<file path="config.mk">
export PLATFORM = sky130hd
export DESIGN_NAME = latch_write_sched_flat
export DESIGN_NICKNAME = d
export VERILOG_FILES = /design/src/rtl/latch_sched_pkg.sv /design/src/rtl/latch_write_sched_if.sv /design/src/rtl/latch_write_sched_arb.sv /design/src/rtl/latch_write_sched.sv /design/src/flat_wrapper.sv
export SDC_FILE = /design/constraint.sdc
export NUM_CORES = 1
export LEC_CHECK = 0
export CORE_UTILIZATION = 60
export DETAILED_ROUTE_END_ITERATION = 7
export DONT_BUFFER_PORTS = 1
export PLACE_DENSITY = 0.81
export SKIP_LAST_GASP = 1
export SYNTH_ARGS = -nofsm -noshare
export SYNTH_HDL_FRONTEND = slang
export SYNTH_SLANG_ARGS = --single-unit
</file>
<file path="constraint.sdc">
create_clock -name clock -period 5.6 [get_ports clock]
set_input_delay 1.12 -clock clock [delete_from_list [all_inputs] [get_ports clock]]
set_output_delay 1.12 -clock clock [all_outputs]
set_load 0.02 [all_outputs]
</file>
<file path="src/rtl/latch_sched_pkg.sv">
// Shared types and helpers for the latch write scheduler: FSM state encoding and
// the phase-counter width calculation.
package latch_sched_pkg;

  typedef enum logic [2:0] {
    S_IDLE   = 3'd0,
    S_SETUP  = 3'd1,
    S_OPEN   = 3'd2,
    S_HOLD   = 3'd3,
    S_VERIFY = 3'd4
  } schedState_t;

  // Bits needed to count down from (longest phase - 1) to zero.
  function automatic int phaseWidth(input int setupCyc, input int openCyc, input int holdCyc);
    int longest;
    longest = setupCyc;
    if (openCyc > longest) longest = openCyc;
    if (holdCyc > longest) longest = holdCyc;
    return (longest <= 1) ? 1 : $clog2(longest);
  endfunction

endpackage

</file>
<file path="src/rtl/latch_write_sched_if.sv">
// Requester-side bus of the latch write scheduler: packed request/address/data
// vectors from the writers plus the one-hot grant and completion pulses.
interface latch_write_sched_if #(
  parameter int NREQ  = 4,
  parameter int AW    = 3,
  parameter int WIDTH = 32
);
  logic [NREQ-1:0]       req;
  logic [NREQ*AW-1:0]    req_addr;
  logic [NREQ*WIDTH-1:0] req_data;
  logic [NREQ-1:0]       gnt;
  logic [NREQ-1:0]       done;

  modport master (output req, req_addr, req_data, input gnt, done);
  modport slave  (input req, req_addr, req_data, output gnt, done);
endinterface

</file>
<file path="src/rtl/latch_write_sched_arb.sv">
// Combinational round-robin arbiter: first active request at or after the pointer
// wins, returned both as a one-hot vector and as an index.
module rr_arbiter #(
  parameter int NREQ = 4,
  parameter int PW   = (NREQ > 1) ? $clog2(NREQ) : 1
) (
  input  logic [NREQ-1:0] req,
  input  logic [PW-1:0]   pointer,
  output logic [NREQ-1:0] grantOh,
  output logic [PW-1:0]   grantIdx,
  output logic            anyReq
);

  int          cand;
  logic [PW-1:0] candIdx;

  always_comb begin
    grantOh  = '0;
    grantIdx = '0;
    anyReq   = 1'b0;
    cand     = 0;
    candIdx  = '0;
    for (int k = 0; k < NREQ; k++) begin
      cand    = (int'(pointer) + k) % NREQ;
      candIdx = PW'(cand);
      if (!anyReq && req[candIdx]) begin
        anyReq            = 1'b1;
        grantIdx          = candIdx;
        grantOh[candIdx]  = 1'b1;
      end
    end
  end

endmodule

</file>
<file path="src/rtl/latch_write_sched.sv">
// Write sequencer for a bank of level-sensitive latches: round-robin capture, then
// setup/open/hold gate phasing. Optional readback check enabled by LATCH_READBACK_EN.
module latch_write_sched
  import latch_sched_pkg::*;
#(
  parameter int NREQ      = 4,
  parameter int WIDTH     = 32,
  parameter int NLATCH    = 8,
  parameter int SETUP_CYC = 1,
  parameter int OPEN_CYC  = 1,
  parameter int HOLD_CYC  = 1
) (
  input  logic                 clock,
  input  logic                 reset_n,
  latch_write_sched_if.slave   bus,
  output logic [WIDTH-1:0]     lat_d,
  output logic [NLATCH-1:0]    lat_en,
  output logic                 busy
`ifdef LATCH_READBACK_EN
  ,
  input  logic [NLATCH*WIDTH-1:0] lat_q,
  output logic                    err
`endif
);

  localparam int AW = (NLATCH > 1) ? $clog2(NLATCH) : 1;
  localparam int PW = (NREQ > 1) ? $clog2(NREQ) : 1;
  localparam int CW = phaseWidth(SETUP_CYC, OPEN_CYC, HOLD_CYC);

  schedState_t       stateReg, stateNext;
  logic [CW-1:0]     phaseReg, phaseNext;
  logic [PW-1:0]     ptrReg, ptrNext;
  logic [PW-1:0]     winnerReg;
  logic [AW-1:0]     addrReg;
  logic [WIDTH-1:0]  dataReg;
  logic [NREQ-1:0]   gntReg, doneReg;
  logic [NLATCH-1:0] latEnReg;
  logic [NLATCH-1:0] decEn;
  logic [NREQ-1:0]   winnerOneHot;
  logic              capture, finish;

  logic [NREQ-1:0]   arbGrant;
  logic [PW-1:0]     arbIndex;
  logic              arbValid;
  logic [AW-1:0]     selAddr;
  logic [WIDTH-1:0]  selData;

  rr_arbiter #(.NREQ(NREQ)) uArb (
    .req      (bus.req),
    .pointer  (ptrReg),
    .grantOh  (arbGrant),
    .grantIdx (arbIndex),
    .anyReq   (arbValid)
  );

  assign selAddr = bus.req_addr[int'(arbIndex)*AW +: AW];
  assign selData = bus.req_data[int'(arbIndex)*WIDTH +: WIDTH];
  assign ptrNext = (int'(arbIndex) == NREQ - 1) ? '0 : arbIndex + 1'b1;

  // Out-of-range addresses match no decoder output, so the gate stays low for them.
  for (genvar gi = 0; gi < NLATCH; gi++) begin : gDec
    assign decEn[gi] = (addrReg == AW'(gi));
  end

  for (genvar gi = 0; gi < NREQ; gi++) begin : gWin
    assign winnerOneHot[gi] = (winnerReg == PW'(gi));
  end

  always_comb begin
    stateNext = stateReg;
    phaseNext = phaseReg;
    capture   = 1'b0;
    finish    = 1'b0;
    case (stateReg)
      S_IDLE: begin
        if (arbValid) begin
          stateNext = S_SETUP;
          phaseNext = CW'(SETUP_CYC - 1);
          capture   = 1'b1;
        end
      end
      S_SETUP: begin
        if (phaseReg == '0) begin
          stateNext = S_OPEN;
          phaseNext = CW'(OPEN_CYC - 1);
        end else begin
          phaseNext = phaseReg - 1'b1;
        end
      end
      S_OPEN: begin
        if (phaseReg == '0) begin
          stateNext = S_HOLD;
          phaseNext = CW'(HOLD_CYC - 1);
        end else begin
          phaseNext = phaseReg - 1'b1;
        end
      end
      S_HOLD: begin
        if (phaseReg == '0) begin
`ifdef LATCH_READBACK_EN
          stateNext = S_VERIFY;
          phaseNext = '0;
`else
          stateNext = S_IDLE;
          finish    = 1'b1;
`endif
        end else begin
          phaseNext = phaseReg - 1'b1;
        end
      end
`ifdef LATCH_READBACK_EN
      S_VERIFY: begin
        stateNext = S_IDLE;
        finish    = 1'b1;
      end
`endif
      default: stateNext = S_IDLE;
    endcase
  end

  // Gate is registered from the next state so it rises and falls exactly on phase edges.
  always_ff @(posedge clock or negedge reset_n) begin
    if (!reset_n) begin
      stateReg  <= S_IDLE;
      phaseReg  <= '0;
      ptrReg    <= '0;
      winnerReg <= '0;
      addrReg   <= '0;
      dataReg   <= '0;
      gntReg    <= '0;
      doneReg   <= '0;
      latEnReg  <= '0;
    end else begin
      stateReg <= stateNext;
      phaseReg <= phaseNext;
      gntReg   <= capture ? arbGrant : '0;
      doneReg  <= finish ? winnerOneHot : '0;
      latEnReg <= (stateNext == S_OPEN) ? decEn : '0;
      if (capture) begin
        ptrReg    <= ptrNext;
        winnerReg <= arbIndex;
        addrReg   <= selAddr;
        dataReg   <= selData;
      end
    end
  end

`ifdef LATCH_READBACK_EN
  logic [WIDTH-1:0] readWord;
  logic             errReg;

  always_comb begin
    readWord = '0;
    for (int i = 0; i < NLATCH; i++) begin
      if (decEn[i]) readWord = readWord | lat_q[i*WIDTH +: WIDTH];
    end
  end

  always_ff @(posedge clock or negedge reset_n) begin
    if (!reset_n) begin
      errReg <= 1'b0;
    end else if (stateReg == S_VERIFY && (|decEn) && readWord != dataReg) begin
      errReg <= 1'b1;
    end
  end

  assign err = errReg;
`endif

  assign bus.gnt  = gntReg;
  assign bus.done = doneReg;
  assign lat_d    = dataReg;
  assign lat_en   = latEnReg;
  assign busy     = (stateReg != S_IDLE);

endmodule

</file>
<file path="src/flat_wrapper.sv">
// flat-port wrapper written by rule: the top's interface ports become plain ports
module latch_write_sched_flat import latch_sched_pkg::*;
#(
  parameter int NREQ      = 4,
  parameter int WIDTH     = 32,
  parameter int NLATCH    = 8,
  parameter int SETUP_CYC = 1,
  parameter int OPEN_CYC  = 1,
  parameter int HOLD_CYC  = 1
)
  (clock, reset_n, lat_d, lat_en, busy, bus_req, bus_req_addr, bus_req_data, bus_gnt, bus_done);
  latch_write_sched_if #(.NREQ(NREQ), .AW(3), .WIDTH(WIDTH)) bus_i ();
  input  logic clock;
  input  logic reset_n;
  output logic [WIDTH-1:0] lat_d;
  output logic [NLATCH-1:0] lat_en;
  output logic busy;
  input wire logic [$bits(bus_i.req)-1:0] bus_req;
  input wire logic [$bits(bus_i.req_addr)-1:0] bus_req_addr;
  input wire logic [$bits(bus_i.req_data)-1:0] bus_req_data;
  output wire logic [$bits(bus_i.gnt)-1:0] bus_gnt;
  output wire logic [$bits(bus_i.done)-1:0] bus_done;
  assign bus_i.req = bus_req;
  assign bus_i.req_addr = bus_req_addr;
  assign bus_i.req_data = bus_req_data;
  assign bus_gnt = bus_i.gnt;
  assign bus_done = bus_i.done;
  latch_write_sched #(.NREQ(NREQ), .WIDTH(WIDTH), .NLATCH(NLATCH), .SETUP_CYC(SETUP_CYC), .OPEN_CYC(OPEN_CYC), .HOLD_CYC(HOLD_CYC)) u_core (.clock(clock), .reset_n(reset_n), .bus(bus_i), .lat_d(lat_d), .lat_en(lat_en), .busy(busy));
endmodule
</file>
== Word-level counts from Yosys, hierarchy flattened ==
Cells that the tools add are included.
Widths: inputs -> output; s select.
Word-level totals
  register bits after elaboration: 59
  bits of input ports: 146
  logic and storage cells: 105
Cells by class
  $add $sub $neg: 5
  $mul: 1
  $lt $le $gt $ge: 8
  eq/ne operators: 16
  shift-type cells: 2
  muxes and demuxes: 44
  bitwise logic cells: 3
  reductions and logical operators: 17
Operators by type and width (count)
  $shiftx 128x8->32: 1
  $shiftx 12x32->3: 1
  $mux 4: 6
  $mux 1: 18
  $eq 3x2->1 const B: 5
  $eq 3x3->1 const B: 4
  $lt 2x3->1 const B: 4
  $mux 3: 4
  $or 4x4->4: 3
  $pmux 3 s4: 1
  $mux 2: 5
  $bmux 1 s2: 4
  $demux 1 s2: 4
  $ge 2x1->1 const B: 4
  $mux 8: 1
  $logic_and 1x1->1: 7
  $eq 3x1->1 const B: 2
  $logic_not 3->1: 2
  $add 2x1->2 const B: 2
  $add 2x2->2 const B: 2
  $eq 2x1->1 const B: 2
  $eq 2x2->1 const B: 2
  $mul 2x2->4 const B: 1
  $logic_not 1->1: 3
  other kinds (8): 8

== Longest topological paths before layout ==
Gate-level depths: netlist (run 1).
  depth in word-level cells: 16
  gate-level depth with buffers: 11
  gate-level depth less buffers: 8

== Hierarchy ==
From an unflattened synthesis (run 1), not the netlist that was laid out.
Unflattened totals
  cells, all modules: 225
  area, all modules: 3562.2 sq um
By module, submodules not included
  latch_write_sched: times used 1, cells each 180, area an instance 3143.0 sq um, sequential area each 1451.4 sq um
  rr_arbiter: times used 1, cells each 45, area an instance 419.2 sq um, sequential area each 0.0 sq um

== Worst setup path before layout (run 1) ==
No wires, ideal clock.
  path kind: in2reg
  start: input port bus_req[3]
  end: register u_core.addrReg[2]
  arrival time: 2.904 ns
  required time: 5.467 ns
  path slack: 2.563 ns
  cell stages on the path: 9
  path buffers: 3
  path through: mux4_2 -> buf_6 -> nor3_2 -> inv_1 -> o311a_1 -> nand2b_1 -> buf_4 -> buf_2 -> o221ai_2
Between the ends
  longest elaborated chain between the ends: 14
  elaborated cells on any way between the ends: 26
  classes of those cells: 1 x mul; 1 x shift; 18 x mux; 6 x reduce/logical
RTL lines
  from (decl): RTL line flat_wrapper.sv:18  | input wire logic [$bits(bus_i.req)-1:0] bus_req;
  $bmux 1 s2: RTL line latch_write_sched_arb.sv:26  | if (!anyReq && req[candIdx]) begin
  $mux 1 (implied by the code): RTL line latch_write_sched_arb.sv:26
  $mux 1: RTL line latch_write_sched_arb.sv:26
  $logic_not 1->1: RTL line latch_write_sched_arb.sv:26
  $logic_and 1x1->1: RTL line latch_write_sched_arb.sv:26
  $mux 1: RTL line latch_write_sched_arb.sv:26
  $logic_not 1->1: RTL line latch_write_sched_arb.sv:26
  $logic_and 1x1->1: RTL line latch_write_sched_arb.sv:26
  $mux 1: RTL line latch_write_sched_arb.sv:26
  $logic_not 1->1: RTL line latch_write_sched_arb.sv:26
  $logic_and 1x1->1: RTL line latch_write_sched_arb.sv:26
  $mux 2 or $mux 1 (tied branches): RTL line latch_write_sched_arb.sv:26
  $mul 2x2->4 or $mux 1 (tied branches): RTL line latch_write_sched.sv:56, latch_write_sched.sv:76
  $shiftx 12x32->3 or $mux 1 (tied branches): RTL line latch_write_sched.sv:56, latch_write_sched.sv:74
  to (signal assigned): RTL line latch_write_sched.sv:142  | addrReg <= selAddr;
  to (decl): RTL line latch_write_sched.sv:34  | logic [AW-1:0] addrReg;
Several ways; a longest one is shown, not always the timed one. The select of a mux whose other input is x is not followed.
A chain may end at the register's enable or synchronous reset.

==> results of run 1 <==
[power groups by stage]
stage | combinational, mW | clock [mW] | sequential (mW)
floorplan | 1.31 | 0 | 0.835
global placement | 1.37 | 0 | 0.904
detailed placement | 1.42 | 0 | 0.907
CTS | 1.42 | 0.349 | 0.903
global route | 1.54 | 0.371 | 0.922
finish | 1.41 | 0.338 | 0.901
[cells in the mapped netlist (2+ instances only)]
library cell	number
sky130_fd_sc_hd__mux2_2	3
sky130_fd_sc_hd__o221ai_2	29
sky130_fd_sc_hd__clkbuf_1	4
sky130_fd_sc_hd__buf_6	6
sky130_fd_sc_hd__ha_1	8
sky130_fd_sc_hd__a22oi_1	4
sky130_fd_sc_hd__buf_4	8
sky130_fd_sc_hd__inv_1	5
sky130_fd_sc_hd__mux2i_1	74
sky130_fd_sc_hd__a221oi_1	4
sky130_fd_sc_hd__nand2_1	44
sky130_fd_sc_hd__nor3_1	3
sky130_fd_sc_hd__nor2_1	20
sky130_fd_sc_hd__dfrtp_1	58
sky130_fd_sc_hd__o221ai_1	6
sky130_fd_sc_hd__buf_2	5
sky130_fd_sc_hd__nand2b_1	4
sky130_fd_sc_hd__mux4_2	4
sky130_fd_sc_hd__xnor2_1	2
[routing by layer]
| metal | global-route usage [%] | part of all wire, % | up-vias |
|---|---|---|---|
| met5 | 0 | 0 | - |
| met4 | 10.4 | 1.6 | 0 |
| met3 | 7.70 | 7.3 | 16 |
| met2 | 42.8 | 52 | 145 |
| met1 | 30.1 | 39 | 1196 |
| li1 | - | - | 1139 |
[worst max-delay path by stage]
stage	start	endpoint
3_5_place_dp	register	u_core.lat_d[30]$_DFFE_PN0P_
5_1_grt	register	u_core.lat_d[0]$_DFFE_PN0P_
4_1_cts	register	u_core.lat_d[30]$_DFFE_PN0P_
2_1_floorplan	bus_req[3]	u_core.addrReg[2]$_DFFE_PN0P_
6_report	register	u_core.lat_d[30]$_DFFE_PN0P_
3_3_place_gp	register	u_core.lat_d[30]$_DFFE_PN0P_
[layout make-up]
class                      count  area [µm²]  area share [%]
timing repair buffer           3        22.5           0.602
multi-input combinational    224        1980            52.9
clock buffer                  10         138            3.68
tap                           72        90.1            2.41
sequential                    58        1450            38.8
clock inverter                 6        41.3            1.10
inverter                       5        18.8           0.502
[cells by family (layout without fill, tap and decap cells)]
kind of cell	Yosys count	in the layout
muxes	81	81
and+or+nand+nor	81	81
DFF	58	58
AOI/OAI and AO/OA	50	50
buffers and inverters	28	24
adders and majority gates	8	8
xor gates and xnor gates	3	3
other	1	1
[through the flow]
stage                     worst slack, ns  total power, mW
after global placement               1.60             2.27
after CTS                            1.42             2.67
final                                1.42             2.65
after floorplan                      2.56             2.15
after global routing                 1.06             2.83
after detailed placement             1.43             2.33
[sequential cells by signal (all words and copies together) (netlist names), named ones only]
signal / cells
u_core.addrReg: 3
u_core.ptrReg: 1
u_core.bus.done: 4
u_core.stateReg: 3
u_core.bus.gnt: 4
u_core.lat_en: 8
u_core.lat_d: 32
u_core.winnerReg: 2
[critical path, cell delays in order, from the launching register on]
cell and delay [ns]:
sky130_fd_sc_hd__dfrtp_1 0.81, sky130_fd_sc_hd__inv_1 0.24, sky130_fd_sc_hd__ha_1 0.44, sky130_fd_sc_hd__mux4_2 0.43
sky130_fd_sc_hd__nor3_2 0.16, sky130_fd_sc_hd__inv_1 0.10, sky130_fd_sc_hd__o21ai_4 0.53, sky130_fd_sc_hd__nand2b_2 0.98
sky130_fd_sc_hd__o221ai_1 0.27
==> flow_results.org, run 1 <==
** Setup path
- CP Data Required Time :: 5.74 ns
- The worst register-to-register path ends at u_core.lat_d[30]$_DFFE_PN0P_.
- The setup check on the worst reg-to-reg path leaves a slack of 1.42 ns.
- At the worst endpoint, the arrival time is 4.33 ns.
- Type of the setup path with the least slack :: register to register
- Biggest fanout along the worst timing path :: 35
- The worst setup path is launched from a register.
- STA classifies the critical path endpoint as a register.
- Measured in cells, the most critical reg-to-reg path has a length of 8.

** Synthesis
- When the netlist entered floorplanning its net count stood at 464.
- Netlist cell types :: 38
- Combinational family with the most area after synthesis :: multiplexers
- Of the total synthesized cell area, the portion taken by full adders, half adders and majority gates is 2.79%.
- Proportion of synthesized area in mux cells :: 24.1%
- The synthesized design spends more area on one cell type than any other, namely sky130_fd_sc_hd__dfrtp_1.
- The synthesized netlist devotes 9.76% of its cell area to simple gates.
- Number of enable-type register cells in the synthesized netlist :: 0
- Summed instance area of the synthesized netlist :: 3590 µm²
- Most area-consuming cells after synthesis :: sky130_fd_sc_hd__dfrtp_1 40%, sky130_fd_sc_hd__mux2i_1 21%, sky130_fd_sc_hd__o221ai_2 12%
- In this run, synthesis produced a sequential element count of 58.
- During synthesis, Yosys emitted a total of 0 warnings.
- Summing the areas of all compound-gate instances in the mapped netlist gives 16.9% of the synthesized area.
- For this run, the leading register cell type out of synthesis is sky130_fd_sc_hd__dfrtp_1.
- The top cell type by area accounts for 40.4% of the synthesized area.
- After Yosys synthesis, XOR and XNOR cells account for 0.732% of the synthesized area.
- In this run the mean area of a mapped cell was 11.6 µm².
- Sequential cells were found to cover 40.4% of the synthesized design area.
- In the synthesized netlist, the number of instances is 310.
- Of all flip-flops after synthesis, the portion carrying an async set or reset was 100%.

** CTS
- Clock insertion delay at the later pin of the skew report :: 0.33 ns
- CTS Buf Count :: 9
- Clock-pin slew was measured on the worst setup and hold paths at 0.07 ns.
- The H-tree was split into 3 levels.
- Clock tree synthesis selected as its root buffer the cell sky130_fd_sc_hd__clkbuf_8.
- Hold buffer count at cts :: 0
- Total clock sinks :: 58
- The clock passes through at most 2 buffers.
- Number of gates given a new drive strength after cts :: 0
- TritonCTS clock tree :: yes
- Post-CTS timing repair inserted 0 buffers for setup.

** Routing
- Count of vias placed by the detailed router :: 2496
- After detailed routing, the total wire length is 7.96 mm.
- In the final routed layout, each cell accounts on average for 21.0 µm.
- Number of DRC violations after detailed routing :: 0
- The detail route stage leaves a number of antenna-violating nets equal to 0.
- The first detailed-routing pass ran for 4 iterations.
- In the routed layout, each cell is associated on average with a via count of 6.60.
- Detailed Route Iter0 Violations :: 106

** Placed design
- Sum of net half-perimeters after detailed placement :: 5.88 mm
- In this run the tool buffered the top-level ports with 0 buffer cells.
- At the end of routability-driven placement, the weighted congestion stood at 0.823.
- After detailed placement, the design holds a cell count of 362.
- Placement-stage cell area :: 3560 µm²

** Floorplan
- Height of the die :: 79.4 µm
- In this run the horizontal extent of the chip is 79.4 µm.
- Ports placed on the boundary :: 195
- The die covers 6300 µm².
- Row Count :: 27
- The initial utilization of the core area, before any placement, comes to 63.6%.
- In this run the standard cell core region covers 5640 µm².

** Global route
- GRT Util Overall :: 25.4%
- Number of antenna violations at the first check in global routing :: 0
- Wire length of the first global-routing pass :: 12.0 mm
- Entering global routing, the biggest net connects 59 pins.
- Vias in the first global route :: 2443
- The total overflow left after global routing is 0.

** Cells and area
- The library cells used most frequently in the layout, excluding fill and tap cells, are 74 x sky130_fd_sc_hd__mux2i_1, 58 x sky130_fd_sc_hd__dfrtp_1, 44 x sky130_fd_sc_hd__nand2_1, 29 x sky130_fd_sc_hd__o221ai_2, 20 x sky130_fd_sc_hd__nor2_1.
- The library cell used most frequently in the layout, excluding fill and tap cells, is sky130_fd_sc_hd__mux2i_1.
- Antenna diode instance count :: 0
- Once layout is complete, the utilization of the core stands at 66.3%.
- For this run, the post-layout net count is 455.
- Layout Cell Area excl Fill :: 3740 µm²
- Total of fill cells in the finished design :: 410
- Proportion of layout cells with a drive suffix above 1 :: 20.3%
- Area growth from synthesis to layout :: 4.25%
- The finished layout holds 378 standard cells, fillers aside.

** Timing
- Fin crit share :: 74.7%
- In the final timing run, aggregate negative setup slack is 0 ns.
- Number of hold violations in the final report :: 0
- Minimum period implied by the final worst setup slack :: 4.18 ns
- Based on the critical path, the design can be clocked at up to 239 MHz.
- Setup repair after global routing left no endpoint under its margin.
- Setup violations remaining at the end of the flow were counted as 0.
- On the final layout, the worst clock skew is 0.00931 ns.
- The number of max-slew violations in the final report is 0.
- Slew of the pin with the lowest slew margin :: 1.11 ns
- Worst slew margin relative to its limit :: 26.1%
- Worst Hold Margin :: 0.473 ns

** Power and ir drop
- Net switching power figure :: 1.25 mW
- In this run, the clock network consumes 12.8% of the power.
- The share of total power dissipated in sequential elements is 34.0%.
- In this run, the combinational gates consume 53.3% of the power.
- Internal power :: 1.40 mW
- Share of total power consumed by net switching :: 47.3%
- Pwr per Cell Area :: 709 nW/µm²
- The worst-case IR drop observed on VDD is 394 µV.
- Static Leakage :: 1.64 nW

** Hold path
- The tightest min-delay check is of the register to register type.
- HP Start :: u_core.stateReg[2]$_DFF_PN0_
- Number of instances on the worst hold path :: 1
- Hold-critical path endpoint :: u_core.stateReg[1]$_DFF_PN0_

** Run
- Max Cap Viol :: 0

** Run status
- Outcome :: completed
Power figures use the tool's default switching activity.
==> run 2, diff against run 1 <==
Clock period 5.6 ns to 4.3 ns, I/O delays scaled along.
==> flow_results.org, run 2 (synthesis gave the netlist of run 1 again) <==
** CTS
- In this run, post-CTS repair resized a total of 0 instances.
- CTS H-tree depth :: 3
- Clock insertion delay at the later pin of the skew report :: 0.34 ns
- Maximum number of buffers from clock root to sink :: 2
- Clock root buffer master :: sky130_fd_sc_hd__clkbuf_8
- CTS Buf Count :: 9
- Post-CTS timing repair inserted 0 buffers for setup.
- Clock transition at the registers of the reported paths :: 0.08 ns
- TritonCTS built the clock tree.
- Total clock sinks :: 58
- Hold buffer count at cts :: 0

** Global route
- The number of antenna violations at the first check in global routing is 0.
- The via count of the first global-routing pass was 2407.
- Pin count of the biggest net entering global routing :: 59
- The first global-routing pass estimated 12.4 mm of wire.
- Global routing finished with a remaining overflow of 0.
- Global routing consumed, over all layers together, 26.7% of the routing resources.

** Timing
- Unrepaired setup endpoints after global routing :: false
- Maximum clock frequency :: 288 MHz
- The routed design could run at a clock period as short as 3.47 ns.
- Between clock sinks in the finished design, the worst skew comes to 0.0132 ns.
- Slew of the pin with the lowest slew margin :: 0.677 ns
- Worst Hold Margin :: 0.208 ns
- Worst slew margin relative to its limit :: 54.8%
- Final Setup Violations :: 0
- The hold violation total from the final report was 0.
- After layout, the worst path uses 80.6% of the clock period.
- Max Transition Viols Final :: 0
- Setup TNS :: 0 ns

** Setup path
- Worst reg2reg startpoint :: u_core.ptrReg[1]$_DFFE_PN0P_
- Instance count on the critical path :: 9
- For this design, the slowest cell found on the critical path is sky130_fd_sc_hd__dfrtp_1.
- Reg2reg end :: u_core.lat_d[5]$_DFFE_PN0P_
- Data on the critical path is required at its endpoint by 4.49 ns.
- The signal on the critical path passes through inv_1 > ha_1 > mux4_2 > nor2b_2 > or2_2 > o2bb2ai_4 > buf_4 > mux2i_1 > o221ai_2.
- In this run the worst path has a maximum fanout of 29.
- Number of buffers and inverters on the critical path :: 2
- Counting cells, the worst reg-to-reg path comes to 9.
- Setup slack on the worst reg-to-reg path comes out at 0.83 ns.
- Type of the setup path with the least slack :: register to register
- The worst setup path is captured at a register.
- Broken down by cell family, the worst path's largest delay share belongs to multiplexers.
- Largest stage delay on the critical path :: 0.60 ns
- For the worst setup path, the data arrival time is 3.66 ns.
- STA classifies the critical path startpoint as a register.

** Cells and area
- The repair_antennas step left the layout with diodes totalling 0.
- Relative to the synthesized area, the layout overhead comes to 5.40%.
- Cells fill 67.1% of the core in the end.
- Of the cells placed in the final design, the portion with a size suffix greater than 1 is 21.5%.
- Layout Cell Area excl Fill :: 3780 µm²
- The register with the most flip-flops in the layout has 32 of them.
- Number of nets at the end of the flow :: 460
- The library cell used most frequently in the layout, excluding fill and tap cells, is sky130_fd_sc_hd__mux2i_1.
- The top cell types in the final layout, fill and taps aside, are 74 x sky130_fd_sc_hd__mux2i_1, 58 x sky130_fd_sc_hd__dfrtp_1, 44 x sky130_fd_sc_hd__nand2_1, 29 x sky130_fd_sc_hd__o221ai_2, 20 x sky130_fd_sc_hd__nor2_1.

** Power and ir drop
- Highest ir drop seen on vdd :: 475 µV
- Power comes to 3.50 mW.
- In this run the static leakage power is 1.67 nW.
- In this run the power density over the cells is 926 nW/µm².

** Routing
- Number of vias per cell after detailed routing :: 6.57
- Residual antenna-violating net count after detailed routing :: 0
- The final layout contains routed wiring with a total length of 8.35 mm.
- For this run, the detailed router's first-pass iteration total came to 4.
- WL/cell :: 21.8 µm
- In this run, the number of DRC markers left after iteration 0 of detailed routing was 161.
- After detailed routing, the number of remaining DRC violations is 0.
- The routed layout has 2518 vias.

** Floorplan
- Pin placement for this block handled 195 I/O pins.
- Row Count :: 27
- Initial Util :: 63.6%
- In this run the horizontal extent of the chip is 79.4 µm.
- In this run the standard cell core region covers 5640 µm².
- The die covers 6300 µm².
- The die is 79.4 µm tall.

** Placed design
- Routability congestion estimate from global placement :: 0.786
- Number of buffer cells added on primary ports :: 0
- Once detailed placement completed, the half-perimeter wirelength came to 6.24 mm.
- Placement-stage cell area :: 3610 µm²

** Hold path
- In this run the worst hold path is classified as primary input to asynchronous set/reset pin.

** Run
- Max Cap Viol :: 0

** Run status
- The run finished with clean final reports.
==> run 2: cell types whose count changed in the layout (fill, tap and decap cells not counted), sizes merged <==
cell    change
buf         +5
clkinv      +2
clkbuf      -1
inv         -1
==> run 2: worst reg2reg max path, stage by stage, from the launching register on <==
cell and delay [ns]:
sky130_fd_sc_hd__dfrtp_1 0.60, sky130_fd_sc_hd__inv_1 0.17, sky130_fd_sc_hd__ha_1 0.40, sky130_fd_sc_hd__mux4_2 0.43, sky130_fd_sc_hd__nor2b_2 0.23, sky130_fd_sc_hd__or2_2 0.18
sky130_fd_sc_hd__o2bb2ai_4 0.33, sky130_fd_sc_hd__buf_4 0.52, sky130_fd_sc_hd__mux2i_1 0.33, sky130_fd_sc_hd__o221ai_2 0.12
==> run 2: layout make-up <==
type | instances | area, µm²
clock buffer | 9 | 124
clock inverter | 7 | 46.3
fill | 422 | 1860
inverter | 5 | 18.8
multi-input combinational | 224 | 1980
sequential | 58 | 1450
tap | 72 | 90.1
timing repair buffer | 8 | 72.6
==> run 2: per-stage QoR <==
step,std cells,setup WS [ns]
2_1_floorplan,310,1.37
3_3_place_gp,367,1.01
3_5_place_dp,367,0.848
4_1_cts,383,0.835
5_1_grt,383,0.564
6_report,383,0.833
==> run 2: worst max-delay path by stage <==
| stage | start | end | slack, ns |
|---|---|---|---|
| after CTS | u_core.ptrReg[1]$_DFFE_PN0P_ | u_core.lat_d[1]$_DFFE_PN0P_ | 0.84 |
| after global placement | u_core.ptrReg[1]$_DFFE_PN0P_ | u_core.addrReg[1]$_DFFE_PN0P_ | 1.01 |
| after floorplan | register | u_core.addrReg[2]$_DFFE_PN0P_ | 1.37 |
| after global routing | u_core.ptrReg[1]$_DFFE_PN0P_ | u_core.lat_d[8]$_DFFE_PN0P_ | 0.56 |
| final | u_core.ptrReg[1]$_DFFE_PN0P_ | u_core.lat_d[5]$_DFFE_PN0P_ | 0.83 |
| after detailed placement | u_core.ptrReg[1]$_DFFE_PN0P_ | u_core.lat_d[1]$_DFFE_PN0P_ | 0.85 |
==> run 2: report_power, final <==
group	internal, mW	switching (mW)	leakage [nW]
Clock	0.206	0.231	0.0810
Combinational	0.874	1.05	0.845
Sequential	0.759	0.380	0.743
==> run 2: routing by layer <==
layer / share of wire (%) / up-vias / wire length (µm) / track usage (%)
li1: - / 1151 / - / -
met1: 37 / 1227 / 3110 / 31.2
met2: 53 / 128 / 4460 / 45.9
met3: 7.5 / 12 / 628 / 7.24
met4: 1.9 / 0 / 158 / 11.5
met5: 0 / - / 0 / 0
==> run 3, diff against run 2 <==
Clock period 4.3 ns to 3.6 ns, I/O delays scaled along.
==> flow_results.org, run 3 (synthesis gave the netlist of run 1 again) <==
** Run status
- The flow ran to the end, and the final reports show no timing, DRC or antenna violations.

** Setup path
- On the critical path, the stage with the largest delay is an instance of sky130_fd_sc_hd__dfrtp_1.
- The worst setup path is launched from a register.
- For the worst setup path, the data required time is 3.79 ns.
- Number of buffers and inverters on the critical path :: 2
- The worst setup path is captured at a register.
- The critical path goes through inv_1 > ha_1 > mux4_2 > nor2b_2 > or2_2 > o2bb2ai_4 > buf_12 > mux2i_1 > o221ai_2.
- Largest stage delay on the critical path :: 0.61 ns
- Data arrival, critical path :: 3.44 ns
- The setup path with the least slack is of type register to register.
- Along the worst path, the maximum fanout reaches 35.
- Worst path top cell family by delay :: multiplexers

** CTS
- Hold buffer count at cts :: 0
- In this run the number of H-tree levels came out at 3.
- Post-CTS repair timing setup buffer count :: 0
- Post-CTS repair changed the size of 0 cells.
- Total clock sinks :: 58
- CTS placed an instance of sky130_fd_sc_hd__clkbuf_8 at the clock tree root.
- TritonCTS clock tree :: yes
- Clock-pin slew was measured on the worst setup and hold paths at 0.08 ns.
- Clock insertion delay at the later pin of the skew report :: 0.33 ns
- Buffers inserted during clock tree synthesis total 9.
- Maximum number of buffers from clock root to sink :: 2

** Floorplan
- Initial Util :: 63.6%
- The floorplan step defined a die boundary enclosing 6300 µm².
- From bottom edge to top edge, the die measures 79.4 µm.
- For this design the top-level I/O count stands at 195.
- In this run the core area contains 27 standard-cell rows.
- The region available for standard cell placement spans 5640 µm².
- The die is 79.4 µm wide.

** Placed design
- Routability congestion estimate from global placement :: 0.860
- OpenSTA, run right after detailed placement, puts the worst setup slack at 0.264 ns.
- Sum of net half-perimeters after detailed placement :: 6.08 mm
- Number of buffer cells added on primary ports :: 0

** Global route
- Wire length of the first global-routing pass :: 12.4 mm
- For this run the aggregate overflow at the end of global routing stands at 0.
- Across every metal layer, demand over resource in global routing totals 26.7%.
- Entering global routing, the biggest net connects 59 pins.
- The number of antenna violations at the first check in global routing was 0.
- Vias in the first global route :: 2463

** Cells and area
- After the last flow step, the layout net total stands at 458.
- Largest register FFs :: 32
- The number of antenna diodes in the final layout is 0.
- Leaving out fill and tap cells, the most frequent cell in the layout is sky130_fd_sc_hd__mux2i_1.
- Of the cells placed in the final design, the portion with a size suffix greater than 1 is 21.0%.
- Commonest cells after routing, fill and taps aside :: 74 x sky130_fd_sc_hd__mux2i_1, 58 x sky130_fd_sc_hd__dfrtp_1, 44 x sky130_fd_sc_hd__nand2_1, 29 x sky130_fd_sc_hd__o221ai_2, 20 x sky130_fd_sc_hd__nor2_1
- Total of fill cells in the finished design :: 420
- Compared with the post-synthesis result, the final layout area differs by 6.66%.

** Routing
- In the routed design, unresolved DRC markers number 0.
- Once detail routing completed, the nets flagged for antenna violations numbered 0.
- Detailed Route Iter0 Violations :: 125
- First drt pass iteration count :: 4
- After detailed routing, the total wire length is 8.18 mm.
- WL/cell :: 21.5 µm
- Count of vias placed by the detailed router :: 2486
- Number of vias per cell after detailed routing :: 6.52

** Timing
- Unrepaired setup endpoints after global routing :: false
- Maximum clock frequency :: 308 MHz
- Setup TNS :: 0 ns
- Setup violations remaining at the end of the flow were counted as 0.
- Fin crit share :: 90.1%
- The hold violation total from the final report came to 0.
- Final worst setup slack :: 0.355 ns
- The number of max-slew violations in the final report is 0.
- Slew of the pin with the lowest slew margin :: 0.598 ns
- Worst slew margin relative to its limit :: 59.8%
- Minimum period implied by the final worst setup slack :: 3.24 ns
- Clock skew on the completed layout was measured at 0.00773 ns.

** Run
- The tool flagged a number of max-cap violations equal to 0.

** Hold path
- Class of the tightest hold or removal check :: primary input to asynchronous set/reset pin

** Power and ir drop
- Pwr per Cell Area :: 1130 nW/µm²
- Static Leakage :: 1.68 nW
- Highest ir drop seen on vdd :: 1080 µV
[run 3: cell count changes in the layout (fill, tap and decap cells not counted), sizes merged]
cell,delta
clkinv,-2
inv,+1
bufinv,+1
buf,-2
[run 3: cell type report]
type	instances	area, µm²	share of cell area (%)
flip-flops and latches	58	1450	37.9
clock buffers	9	124	3.24
multi-input cells	224	1980	51.8
well taps	72	90.1	2.35
inverters	5	18.8	0.490
clock inverters	7	78.8	2.06
repair buffers	6	82.6	2.16
[run 3: power by group]
| part | total (mW) | switching, mW | leakage, nW | internal, mW |
|---|---|---|---|---|
| clock | 0.609 | 0.285 | 0.0921 | 0.324 |
| combinational | 2.34 | 1.26 | 0.846 | 1.08 |
| sequential | 1.36 | 0.457 | 0.743 | 0.906 |
[run 3: final timing paths]
kind	slack, ns	from	cells after the start	to
hold / removal	0.08	reset_n	0	u_core.ptrReg[1]$_DFFE_PN0P_
setup / recovery	0.36	u_core.ptrReg[1]$_DFFE_PN0P_	9	u_core.lat_d[13]$_DFFE_PN0P_
min in group clock	0.47	u_core.stateReg[2]$_DFF_PN0_	1	u_core.stateReg[1]$_DFF_PN0_
setup reg to reg	0.36	u_core.ptrReg[1]$_DFFE_PN0P_	9	u_core.lat_d[13]$_DFFE_PN0P_
max in group asynchronous	3.38	reset_n	0	u_core.stateReg[0]$_DFF_PN0_
hold reg to reg	0.47	u_core.stateReg[2]$_DFF_PN0_	1	u_core.stateReg[1]$_DFF_PN0_
[run 3: routing by layer]
layer  up-vias  global-route usage [%]  share of wire, %
met3         5                    8.62               7.6
met5         -                       0                 0
li1       1144                       -                 -
met2       137                    46.3                53
met1      1200                    31.4                38
met4         0                    7.64              0.53
[run 3: per-stage QoR]
| step | power (mW) | hold slack, ns | area (µm²) | std cells | util, % |
|---|---|---|---|---|---|
| CTS | 4.33 | 0.0597 | 3830 | 381 | 67.8 |
| global route | 4.60 | 0.0459 | 3830 | 381 | 67.9 |
| global placement | 3.63 | 0.426 | 3620 | 365 | 64.2 |
| finish | 4.31 | 0.0777 | 3830 | 381 | 67.9 |
| detailed placement | 3.72 | 0.426 | 3620 | 365 | 64.2 |
| floorplan | 3.34 | 0.424 | 3590 | 310 | - |
